### config.mk
export PLATFORM = sky130hd
export DESIGN_NAME = lcd_spi_streamer
export DESIGN_NICKNAME = d
export VERILOG_FILES = /design/src/rtl/lcd_pkg.sv /design/src/rtl/lcd_spi_byte_tx.sv /design/src/rtl/lcd_spi_streamer.sv
export SDC_FILE = /design/constraint.sdc
export NUM_CORES = 1
export LEC_CHECK = 0
export ABC_AREA = 1
export CELL_PAD_IN_SITES_DETAIL_PLACEMENT = 1
export CELL_PAD_IN_SITES_GLOBAL_PLACEMENT = 2
export CORE_ASPECT_RATIO = 0.6
export CORE_MARGIN = 2
export CORE_UTILIZATION = 36
export DETAILED_ROUTE_END_ITERATION = 7
export PLACE_DENSITY_LB_ADDON = 0.1
export SKIP_CTS_REPAIR_TIMING = 1
export SLEW_MARGIN = 20
export SYNTH_ARGS = -nofsm -noshare
export SYNTH_HDL_FRONTEND = slang
export SYNTH_SLANG_ARGS = --single-unit
export TNS_END_PERCENT = 20
### constraint.sdc
create_clock -name clk -period 8.5 [get_ports clk]
set_clock_uncertainty 0.15 [all_clocks]
set_input_delay 1.7 -clock clk [delete_from_list [all_inputs] [get_ports clk]]
set_output_delay 1.7 -clock clk [all_outputs]
set_load 0.005 [all_outputs]
### src/rtl/lcd_pkg.sv
// Shared types and constants for the SPI LCD streamer.
// State encoding, DCS opcodes, ROM entry layout and window byte ordering.
package lcd_pkg;

    typedef enum logic [2:0] {
        RST_HOLD,
        RST_WAIT,
        INIT_FETCH,
        INIT_SEND,
        INIT_DELAY,
        IDLE,
        WIN_SEND,
        STREAM
    } lcd_state_t;

    localparam logic [7:0] DCS_CASET = 8'h2A;
    localparam logic [7:0] DCS_RASET = 8'h2B;
    localparam logic [7:0] DCS_RAMWR = 8'h2C;

    localparam int ROM_DELAY_BIT = 9;
    localparam int ROM_DC_BIT    = 8;
    localparam int ROM_ARG_MSB   = 7;

    localparam int WIN_BYTES = 11;

    typedef struct packed {
        logic [15:0] x0;
        logic [15:0] x1;
        logic [15:0] y0;
        logic [15:0] y1;
    } win_t;

    // Returns {dc, byte} for position idx of the CASET/RASET/RAMWR preamble.
    function automatic logic [8:0] win_byte(input logic [3:0] idx,
                                            input win_t w);
        logic [8:0] b;
        case (idx)
            4'd0:    b = {1'b0, DCS_CASET};
            4'd1:    b = {1'b1, w.x0[15:8]};
            4'd2:    b = {1'b1, w.x0[7:0]};
            4'd3:    b = {1'b1, w.x1[15:8]};
            4'd4:    b = {1'b1, w.x1[7:0]};
            4'd5:    b = {1'b0, DCS_RASET};
            4'd6:    b = {1'b1, w.y0[15:8]};
            4'd7:    b = {1'b1, w.y0[7:0]};
            4'd8:    b = {1'b1, w.y1[15:8]};
            4'd9:    b = {1'b1, w.y1[7:0]};
            4'd10:   b = {1'b0, DCS_RAMWR};
            default: b = {1'b1, 8'h00};
        endcase
        return b;
    endfunction

endpackage

### src/rtl/lcd_spi_byte_tx.sv
// SPI mode-0 byte engine: one byte per load, MSB first, CS framed.
// Byte time is 18 SCLK half-periods: 16 for data, 2 with CS high.
module lcd_spi_byte_tx #(
    parameter int CLK_DIV = 1
) (
    input  logic       clk,
    input  logic       rst,
    input  logic       load,
    input  logic       dc_in,
    input  logic [7:0] byte_in,
    output logic       done,
    output logic       busy,
    output logic       sclk,
    output logic       cs,
    output logic       dc,
    output logic       mosi
);

    localparam int DW = (CLK_DIV > 1) ? $clog2(CLK_DIV) : 1;
    localparam logic [DW-1:0] DIV_LAST = DW'(CLK_DIV - 1);
    localparam logic [4:0] PH_LAST_BIT = 5'd15;
    localparam logic [4:0] PH_GAP      = 5'd16;
    localparam logic [4:0] PH_END      = 5'd17;

    logic [DW-1:0] div_cnt;
    logic [4:0]    ph;
    logic [7:0]    sh;

    always_ff @(posedge clk) begin
        if (rst) begin
            done    <= 1'b0;
            busy    <= 1'b0;
            sclk    <= 1'b0;
            cs      <= 1'b1;
            dc      <= 1'b1;
            mosi    <= 1'b1;
            div_cnt <= '0;
            ph      <= '0;
            sh      <= '0;
        end else begin
            done <= 1'b0;
            if (!busy) begin
                if (load) begin
                    busy    <= 1'b1;
                    cs      <= 1'b0;
                    dc      <= dc_in;
                    mosi    <= byte_in[7];
                    sh      <= byte_in;
                    sclk    <= 1'b0;
                    ph      <= '0;
                    div_cnt <= '0;
                end
            end else if (div_cnt == DIV_LAST) begin
                div_cnt <= '0;
                ph      <= ph + 5'd1;
                // Even half-phases are SCLK low, odd ones SCLK high.
                case (ph)
                    PH_END: begin
                        busy <= 1'b0;
                        done <= 1'b1;
                    end
                    PH_GAP: ;
                    PH_LAST_BIT: begin
                        sclk <= 1'b0;
                        cs   <= 1'b1;
                        mosi <= 1'b1;
                    end
                    default: begin
                        if (ph[0]) begin
                            sclk <= 1'b0;
                            mosi <= sh[6];
                            sh   <= {sh[6:0], 1'b0};
                        end else begin
                            sclk <= 1'b1;
                        end
                    end
                endcase
            end else begin
                div_cnt <= div_cnt + DW'(1);
            end
        end
    end

endmodule

### src/rtl/lcd_spi_streamer.sv
// SPI LCD controller: panel reset, ROM-driven init with delays,
// per-frame CASET/RASET window and back-pressured pixel streaming.
module lcd_spi_streamer
    import lcd_pkg::*;
#(
    parameter int CLK_DIV         = 1,
    parameter int RESET_CYCLES    = 2700000,
    parameter int WAKE_CYCLES     = 5400000,
    parameter int NUM_CMDS        = 70,
    parameter int ADDR_W          = 7,
    parameter int DELAY_UNIT      = 27000,
    parameter int BYTES_PER_PIXEL = 2
) (
    input  logic              clk,
    input  logic              rst,
    output logic [ADDR_W-1:0] rom_addr,
    input  logic [9:0]        rom_data,
    input  logic              frame_start,
    input  logic [15:0]       win_x0,
    input  logic [15:0]       win_x1,
    input  logic [15:0]       win_y0,
    input  logic [15:0]       win_y1,
    input  logic              s_valid,
    input  logic [7:0]        s_data,
    output logic              s_ready,
    output logic              init_done,
    output logic              busy,
    output logic              frame_done,
    output logic              win_err,
    output logic              lcd_resetn,
    output logic              lcd_sclk,
    output logic              lcd_cs,
    output logic              lcd_dc,
    output logic              lcd_mosi
);

    lcd_state_t  state;
    logic [31:0] cnt;
    win_t        win;
    logic [3:0]  win_idx;
    logic        tx_wait;
    logic [33:0] rem;

    logic        tx_load;
    logic        tx_dc;
    logic [7:0]  tx_byte;
    logic        tx_done;
    logic        tx_busy;

    logic        win_ok;
    logic [31:0] delay_clks;
    logic [16:0] win_w;
    logic [16:0] win_h;
    logic [33:0] rem_calc;

    assign win_ok     = (win_x1 >= win_x0) && (win_y1 >= win_y0);
    assign delay_clks = 32'(rom_data[ROM_ARG_MSB:0]) * 32'(DELAY_UNIT);
    // Widths are 17 bits so a full 65536-wide span does not wrap.
    assign win_w    = {1'b0, win.x1} - {1'b0, win.x0} + 17'd1;
    assign win_h    = {1'b0, win.y1} - {1'b0, win.y0} + 17'd1;
    assign rem_calc = 34'(win_w) * 34'(win_h) * 34'(BYTES_PER_PIXEL);

    lcd_spi_byte_tx #(
        .CLK_DIV(CLK_DIV)
    ) u_tx (
        .clk     (clk),
        .rst     (rst),
        .load    (tx_load),
        .dc_in   (tx_dc),
        .byte_in (tx_byte),
        .done    (tx_done),
        .busy    (tx_busy),
        .sclk    (lcd_sclk),
        .cs      (lcd_cs),
        .dc      (lcd_dc),
        .mosi    (lcd_mosi)
    );

    always_ff @(posedge clk) begin
        if (rst) begin
            state      <= RST_HOLD;
            cnt        <= '0;
            lcd_resetn <= 1'b0;
            rom_addr   <= '0;
            init_done  <= 1'b0;
            busy       <= 1'b1;
            frame_done <= 1'b0;
            win_err    <= 1'b0;
            s_ready    <= 1'b0;
            tx_load    <= 1'b0;
            tx_dc      <= 1'b1;
            tx_byte    <= '0;
            win        <= '0;
            win_idx    <= '0;
            tx_wait    <= 1'b0;
            rem        <= '0;
        end else begin
            tx_load    <= 1'b0;
            frame_done <= 1'b0;
            win_err    <= 1'b0;
            s_ready    <= 1'b0;
            unique case (state)
                RST_HOLD: begin
                    if (cnt == 32'(RESET_CYCLES - 1)) begin
                        cnt        <= '0;
                        lcd_resetn <= 1'b1;
                        state      <= RST_WAIT;
                    end else begin
                        cnt <= cnt + 32'd1;
                    end
                end
                RST_WAIT: begin
                    if (cnt == 32'(WAKE_CYCLES - 1)) begin
                        cnt   <= '0;
                        state <= INIT_FETCH;
                    end else begin
                        cnt <= cnt + 32'd1;
                    end
                end
                INIT_FETCH: begin
                    if (rom_addr == ADDR_W'(NUM_CMDS)) begin
                        init_done <= 1'b1;
                        busy      <= 1'b0;
                        state     <= IDLE;
                    end else if (rom_data[ROM_DELAY_BIT]) begin
                        cnt   <= delay_clks;
                        state <= INIT_DELAY;
                    end else begin
                        tx_load <= 1'b1;
                        tx_dc   <= rom_data[ROM_DC_BIT];
                        tx_byte <= rom_data[ROM_ARG_MSB:0];
                        state   <= INIT_SEND;
                    end
                end
                INIT_SEND: begin
                    if (tx_done) begin
                        rom_addr <= rom_addr + 1'b1;
                        state    <= INIT_FETCH;
                    end
                end
                INIT_DELAY: begin
                    if (cnt == '0) begin
                        rom_addr <= rom_addr + 1'b1;
                        state    <= INIT_FETCH;
                    end else begin
                        cnt <= cnt - 32'd1;
                    end
                end
                IDLE: begin
                    if (frame_start) begin
                        if (win_ok) begin
                            win     <= {win_x0, win_x1, win_y0, win_y1};
                            win_idx <= '0;
                            tx_wait <= 1'b0;
                            busy    <= 1'b1;
                            state   <= WIN_SEND;
                        end else begin
                            win_err <= 1'b1;
                        end
                    end
                end
                WIN_SEND: begin
                    if (!tx_wait) begin
                        {tx_dc, tx_byte} <= win_byte(win_idx, win);
                        tx_load <= 1'b1;
                        tx_wait <= 1'b1;
                    end else if (tx_done) begin
                        tx_wait <= 1'b0;
                        if (win_idx == 4'(WIN_BYTES - 1)) begin
                            rem   <= rem_calc;
                            state <= STREAM;
                        end else begin
                            win_idx <= win_idx + 4'd1;
                        end
                    end
                end
                STREAM: begin
                    if (s_valid && s_ready) begin
                        tx_load <= 1'b1;
                        tx_dc   <= 1'b1;
                        tx_byte <= s_data;
                        rem     <= rem - 34'd1;
                    end else if (rem == '0) begin
                        if (tx_done) begin
                            frame_done <= 1'b1;
                            busy       <= 1'b0;
                            state      <= IDLE;
                        end
                    end else begin
                        // Ready only once the engine is fully idle.
                        s_ready <= !tx_busy && !tx_load;
                    end
                end
                default: state <= RST_HOLD;
            endcase
        end
    end

endmodule
### Word-level counts from Yosys, hierarchy flattened

Index checks and enable logic that the tools add are counted.

| cells by class | value |
|---|---|
| $add $sub $neg | 11 |
| $mul | 2 |
| $lt $le $gt $ge | 2 |
| equal/unequal tests | 49 |
| multiplexer cells | 93 |
| bitwise operators | 5 |
| reduce and logical (&&, ||, !) cells | 39 |

Operator list:

| operator | number |
|---|---|
| two-way mux 32 bit | 5 |
| two-way mux 34 bit | 4 |
| case mux 32 bit (4 select lines) | 1 |
| case mux 9 bit (11 select lines) | 1 |
| case mux 34 bit (2 select lines) | 1 |
| two-way mux 7 bit | 7 |
| != test 2 bit, second input constant | 22 |
| two-way mux 3 bit | 14 |
| two-way mux 1 bit | 38 |
| adder 17 x 1 -> 17 bit, second input constant | 2 |
| zero test 34 bit | 1 |
| subtractor 16 x 16 -> 17 bit | 2 |
| subtractor 34 x 1 -> 34 bit, second input constant | 1 |
| multiplier 17 x 17 -> 33 bit | 1 |
| adder 32 x 1 -> 32 bit, second input constant | 1 |
| equality test 32 x 22 -> 1 bit, second input constant | 1 |
| equality test 32 x 23 -> 1 bit, second input constant | 1 |
| greater-or-equal comparator 16 bit | 2 |
| zero test 32 bit | 1 |
| two-way mux 8 bit | 4 |
| subtractor 32 x 1 -> 32 bit, second input constant | 1 |
| case mux 3 bit (8 select lines) | 1 |
| case mux 8 bit (3 select lines) | 1 |
| multiplier 8 x 12 -> 20 bit, second input constant | 1 |
| 40 further kinds | 87 |

| storage, ports and cells | value |
|---|---|
| register bits after elaboration | 180 |
| input port bits | 86 |
| output and inout bits | 17 |
| logic and storage cells | 229 |

### Longest topological paths before layout

Gate-level depths: netlist of run 1.

| logic depth | value |
|---|---|
| depth after elaboration | 7 |
| gate-level depth with buffers | 43 |
| gate-level depth less buffers | 42 |

### Cells and area by module

A second synthesis of run 1 with hierarchy kept.

| unflattened totals | value |
|---|---|
| cells, all modules | 3672 |
| area, all modules | 25552.0 um^2 |

By module, submodules not included:

| module | instances | cells each | area an instance (um^2) | seq. area each (um^2) |
|---|---|---|---|---|
| lcd_spi_streamer | 1 | 3547 | 24571.1 | 3223.1 |
| lcd_spi_byte_tx | 1 | 125 | 980.9 | 360.3 |

### Worst setup path before layout of run 1

OpenSTA, ideal clock, no wires.

| timing | value |
|---|---|
| kind | flip-flop to flip-flop |
| from | register win[33] (netlist name) |
| to | register rem[30] |
| library setup time | 119 ps |
| data arrival time | 7094 ps |
| data required time | 8231 ps |
| path slack | 1136 ps |
| stages on the path, launching flop included | 36 |
| path buffers | 1 |
| period minus slack after synthesis | 7364 ps |
| cell sequence | dfxtp_1 -> inv_1 -> ha_1 -> inv_1 -> ha_1 -> inv_1 -> fa_1 -> nand3b_1 -> nand2_1 -> a21oi_1 -> o21bai_1 -> or2_2 -> nand2_1 -> inv_1 -> buf_2 -> nand2_1 -> fa_1 -> inv_1 -> fa_1 -> inv_1 -> fa_1 -> inv_1 -> fa_1 -> fa_1 -> inv_1 -> fa_1 -> inv_1 -> ha_1 -> a21o_1 -> a21boi_0 -> nor2_1 -> o21bai_1 -> nand3_1 -> or2_2 -> nand3_1 -> a21oi_1 |

| between the ends | value |
|---|---|
| cells in the longest elaborated chain, start to end | 7 |

Ends and longest elaborated chain:

| element | line | source |
|---|---|---|
| start: declaration | lcd_spi_streamer.sv:39 | `win_t win;` |
| start signal: assignment | lcd_spi_streamer.sv:152 | `win <= {win_x0, win_x1, win_y0, win_y1};` |
| subtractor 16 x 16 -> 17 bit | lcd_spi_streamer.sv:59 | `assign win_w = {1'b0, win.x1} - {1'b0, win.x0} + 17'd1;` |
| adder 17 x 1 -> 17 bit | lcd_spi_streamer.sv:59 |  |
| multiplier 17 x 17 -> 33 bit | lcd_spi_streamer.sv:61 | `assign rem_calc = 34'(win_w) * 34'(win_h) * 34'(BYTES_PER_PIXEL);` |
| two-way mux 34 bit | lcd_spi_streamer.sv:169 | `if (win_idx == 4'(WIN_BYTES - 1)) begin` |
| two-way mux 34 bit | lcd_spi_streamer.sv:167 | `end else if (tx_done) begin` |
| two-way mux 34 bit | lcd_spi_streamer.sv:163 | `if (!tx_wait) begin` |
| case mux 34 bit (2 select lines) | lcd_spi_streamer.sv:102 | `unique case (state)` |
| end signal: assignment | lcd_spi_streamer.sv:170 | `rem <= rem_calc;` |
| end signal: assignment | lcd_spi_streamer.sv:182 | `rem <= rem - 34'd1;` |
| end: declaration | lcd_spi_streamer.sv:42 | `logic [33:0] rem;` |

Every way passes these cells. The select of a mux whose other input is x is not followed.
A chain may end at the register's enable or synchronous reset.

### Final worst setup path of run 1

| timing | value |
|---|---|
| from | register win[55] (netlist name) |
| to | register rem[33] |

The elaborated chain is that of the path after synthesis.

==> out/qor.yml, run 1 <==
worst_setup_path:
  path_buf_inv: 8
  reg2reg_depth: 34
  r2r_end: "rem[33]$_SDFFE_PP0P_"
  worst_setup_path_end_kind: "flip-flop"
  reg2reg_setup_slack_ns: 0.32
  crit_fanout: 9
  crit_type: "reg -> reg"
  critPathSlowestCell: "xnor2_1"
  cp_top_family: "adder cells"
  cp-start-kind: "flip-flop"
  arrival_ns: 8.47
  critical-path-max-stage-delay_ns: 0.81
  cp.required_ns: 8.80
  cp_common_cell: "inv_1"
  r2r-start: "win[55]$_SDFFE_PP0P_"
finish:
  final_nets: 4361
  fillerInstances: 8969
  diodes: 0
  final_cells: 4697
  syn2layout_area_growth_pct: 11.0
  drive_above_1_share_pct: 5.62
global_routing:
  grt_usage_pct: 28.4
  gr-total-overflow: 0
  grt_pass1_wl_um: 157000
  grt_max_degree: 100
  antenna_found_initial: 0
  grt_pass1_vias: 25611
flow_run:
  cap_violations: 0
detailed_routing:
  detail_route.iter0.violations: 1793
  viasPerCell: 5.34
  drtPass1Iterations: 5
  postRouteAntennaNets: 0
  wl_per_cell_um: 21.9
  vias: 25101
  routed_wl_um: 103000
  drc: 0
cts:
  htreeDepth: 4
  clk_pin_slew_ns: 0.08
  root_buffer: "clkbuf_16"
  cts_buffer_depth: 2
  numCtsBuffers: 17
  cts.sink_count: 179
  clk_latency_ns: 0.52
  cts_tree: "built"
timing:
  rsz0062_at_grt: "yes"
  max_freq_ghz: 0.122
  whs_ns: 0.315
  setup_tns_ns: 0
  worst_pin_slew_ns: 1.06
  relSlewSlack_pct: 29.1
  final_max_slew_viol_count: 0
  period_minus_slack_ns: 8.18
  setup_slack_ns: 0.324
  finalCritPeriodShare_pct: 96.2
  hold_violations: 0
  setup_violations: 0
floorplanning:
  num_rows: 75
  die_height_um: 210
  initial_utilization_pct: 36.4
  dieArea_mm2: 0.0727
  io-pin-count: 103
  die_x_um: 347
  design.core.area_mm2: 0.0698
worst_hold_path:
  hold_path_class: "reg -> reg"
  holdPathEnd: "busy$_SDFFE_PP1P_"
  hold_start: "busy$_SDFFE_PP1P_"
  hold_path_depth: 2
power_and_ir_drop:
  pwr_density_cell_mw_per_mm2: 176
  leakage_nw: 13.8
  vdd_drop_max_mv: 0.175
yosys:
  syn_nets: 4295
  synth_cell_types: 61
  yosysMostFrequentCell: "nand2_1"
  synthArstFlopShare_pct: 0
  netlist_area_mm2: 0.0254
  synth-edff-count: 0
  yosys_most_used_dff: "dfxtp_1"
  ys_seq_elements: 179
  seq_area_frac_synth_pct: 14.1
  synth_warnings: 0
  synth_largest_area_cell: "fa_1"
  synthTopCellsByArea: "fa_1, dfxtp_1, ha_1"
  yosysTopAreaCellShare_pct: 19.7
  avgSynthCellArea_um2: 6.87
  synthTopCellsByCount: "nand2_1, inv_1, nor2_1"
  syn_inst: 3694
placement:
  globalplace.congestion: 0.961
  dpl_worst_slack_ns: -0.404
  dp.cells: 4661
  dp_hpwl_um: 86100
  port_buffers: 102
outcome:
  status: "completed"
## metal layers
metal / GRT usage, % / share of wire (%)
met4: 4.05 / 0.90
met3: 6.51 / 7.3
met2: 38.9 / 39
met1: 44.9 / 53
met5: 0 / 0
## registers in the layout, indices dropped and copies added (netlist names), 3 cells and up
register / count
win_idx: 4
u_tx.ph: 5
cnt: 32
state: 3
rom_addr: 7
rem: 34
win: 64
tx_byte: 8
u_tx.sh: 7
## area by class of cell
| cell class | instances | area (µm²) | share of cell area [%] |
|---|---|---|---|
| Clock inverter | 15 | 181 | 0.644 |
| Inverter | 695 | 2630 | 9.32 |
| Sequential cell | 179 | 3580 | 12.7 |
| Timing Repair Buffer | 161 | 1460 | 5.18 |
| Tap cell | 924 | 1160 | 4.10 |
| Timing Repair inverter | 1 | 7.51 | 0.0266 |
| Clock buffer | 17 | 425 | 1.51 |
| Multi-Input combinational cell | 2705 | 18700 | 66.5 |
## cell usage in the layout, fill, tap and decap left out, types with 12 or more instances in the layout
| master | count |
|---|---|
| nand2_1 | 705 |
| inv_1 | 667 |
| nor2_1 | 406 |
| a21oi_1 | 263 |
| ha_1 | 263 |
| o21ai_0 | 256 |
| fa_1 | 250 |
| dfxtp_1 | 179 |
| nand3_1 | 175 |
| clkdlybuf4s50_1 | 101 |
| buf_4 | 59 |
| nor3_1 | 44 |
| nand4_1 | 44 |
| xor2_1 | 34 |
| a31oi_1 | 30 |
| o21ai_1 | 19 |
| or2_2 | 18 |
| inv_2 | 17 |
| nor2_2 | 17 |
| clkbuf_16 | 17 |
| o211ai_1 | 14 |
| nor4_1 | 13 |
| nand2_2 | 12 |
## worst max-delay path by stage
stage / startpoint / endpoint / slack [ns] / depth (start not counted)
after floorplan: win[33]$_SDFFE_PP0P_ / rem[30]$_SDFFE_PP0P_ / 1.14 / 35
after global placement: win[33]$_SDFFE_PP0P_ / rem[20]$_SDFFE_PP0P_ / -0.12 / 33
after detailed placement: win[33]$_SDFFE_PP0P_ / rem[20]$_SDFFE_PP0P_ / -0.40 / 33
after CTS: win[33]$_SDFFE_PP0P_ / rem[20]$_SDFFE_PP0P_ / -0.41 / 33
after global routing: win[33]$_SDFFE_PP0P_ / rem[33]$_SDFFE_PP0P_ / -0.10 / 38
final: win[55]$_SDFFE_PP0P_ / rem[33]$_SDFFE_PP0P_ / 0.32 / 34
## stage by stage
step / total power, mW / area (µm²) / utilization (%)
final: 4.97 / 28200 / 40.4
after global routing: 5.37 / 28200 / 40.4
after detailed placement: 4.03 / 27500 / 39.3
after global placement: 3.96 / 27500 / 39.3
after floorplan: 2.91 / 25400 / -
after CTS: 4.92 / 28100 / 40.2
## cell families after synthesis
| kind of cell | after synthesis | synth area share [%] |
|---|---|---|
| and+or+nand+nor | 1489 | 25.1 |
| buffers and inverters | 810 | 12.4 |
| AOI/OAI and AO/OA | 654 | 13.9 |
| adders and majority gates | 515 | 32.8 |
| DFF | 179 | 14.1 |
| xor gates and xnor gates | 47 | 1.68 |
## where the power goes
part	switching [mW]	internal, mW	total (mW)
clock network	0.447	0.422	0.870
logic	2.12	0.935	3.05
registers	0.136	0.915	1.05
total	2.70	2.27	4.97
## worst min-delay path, cell delays in order, from the launching register on
cell and delay, ns:
dfxtp_1 0.32, nand2_1 0.06, nand2_1 0.04
Note: power is estimated with default switching activity, not from simulation.
==> inputs of run 2 (changes only) <==
Settings changed: SLEW_MARGIN 20 to unset.
==> results of run 2 <==
The final DEF is identical to that of run 1; final timing and power are the same.
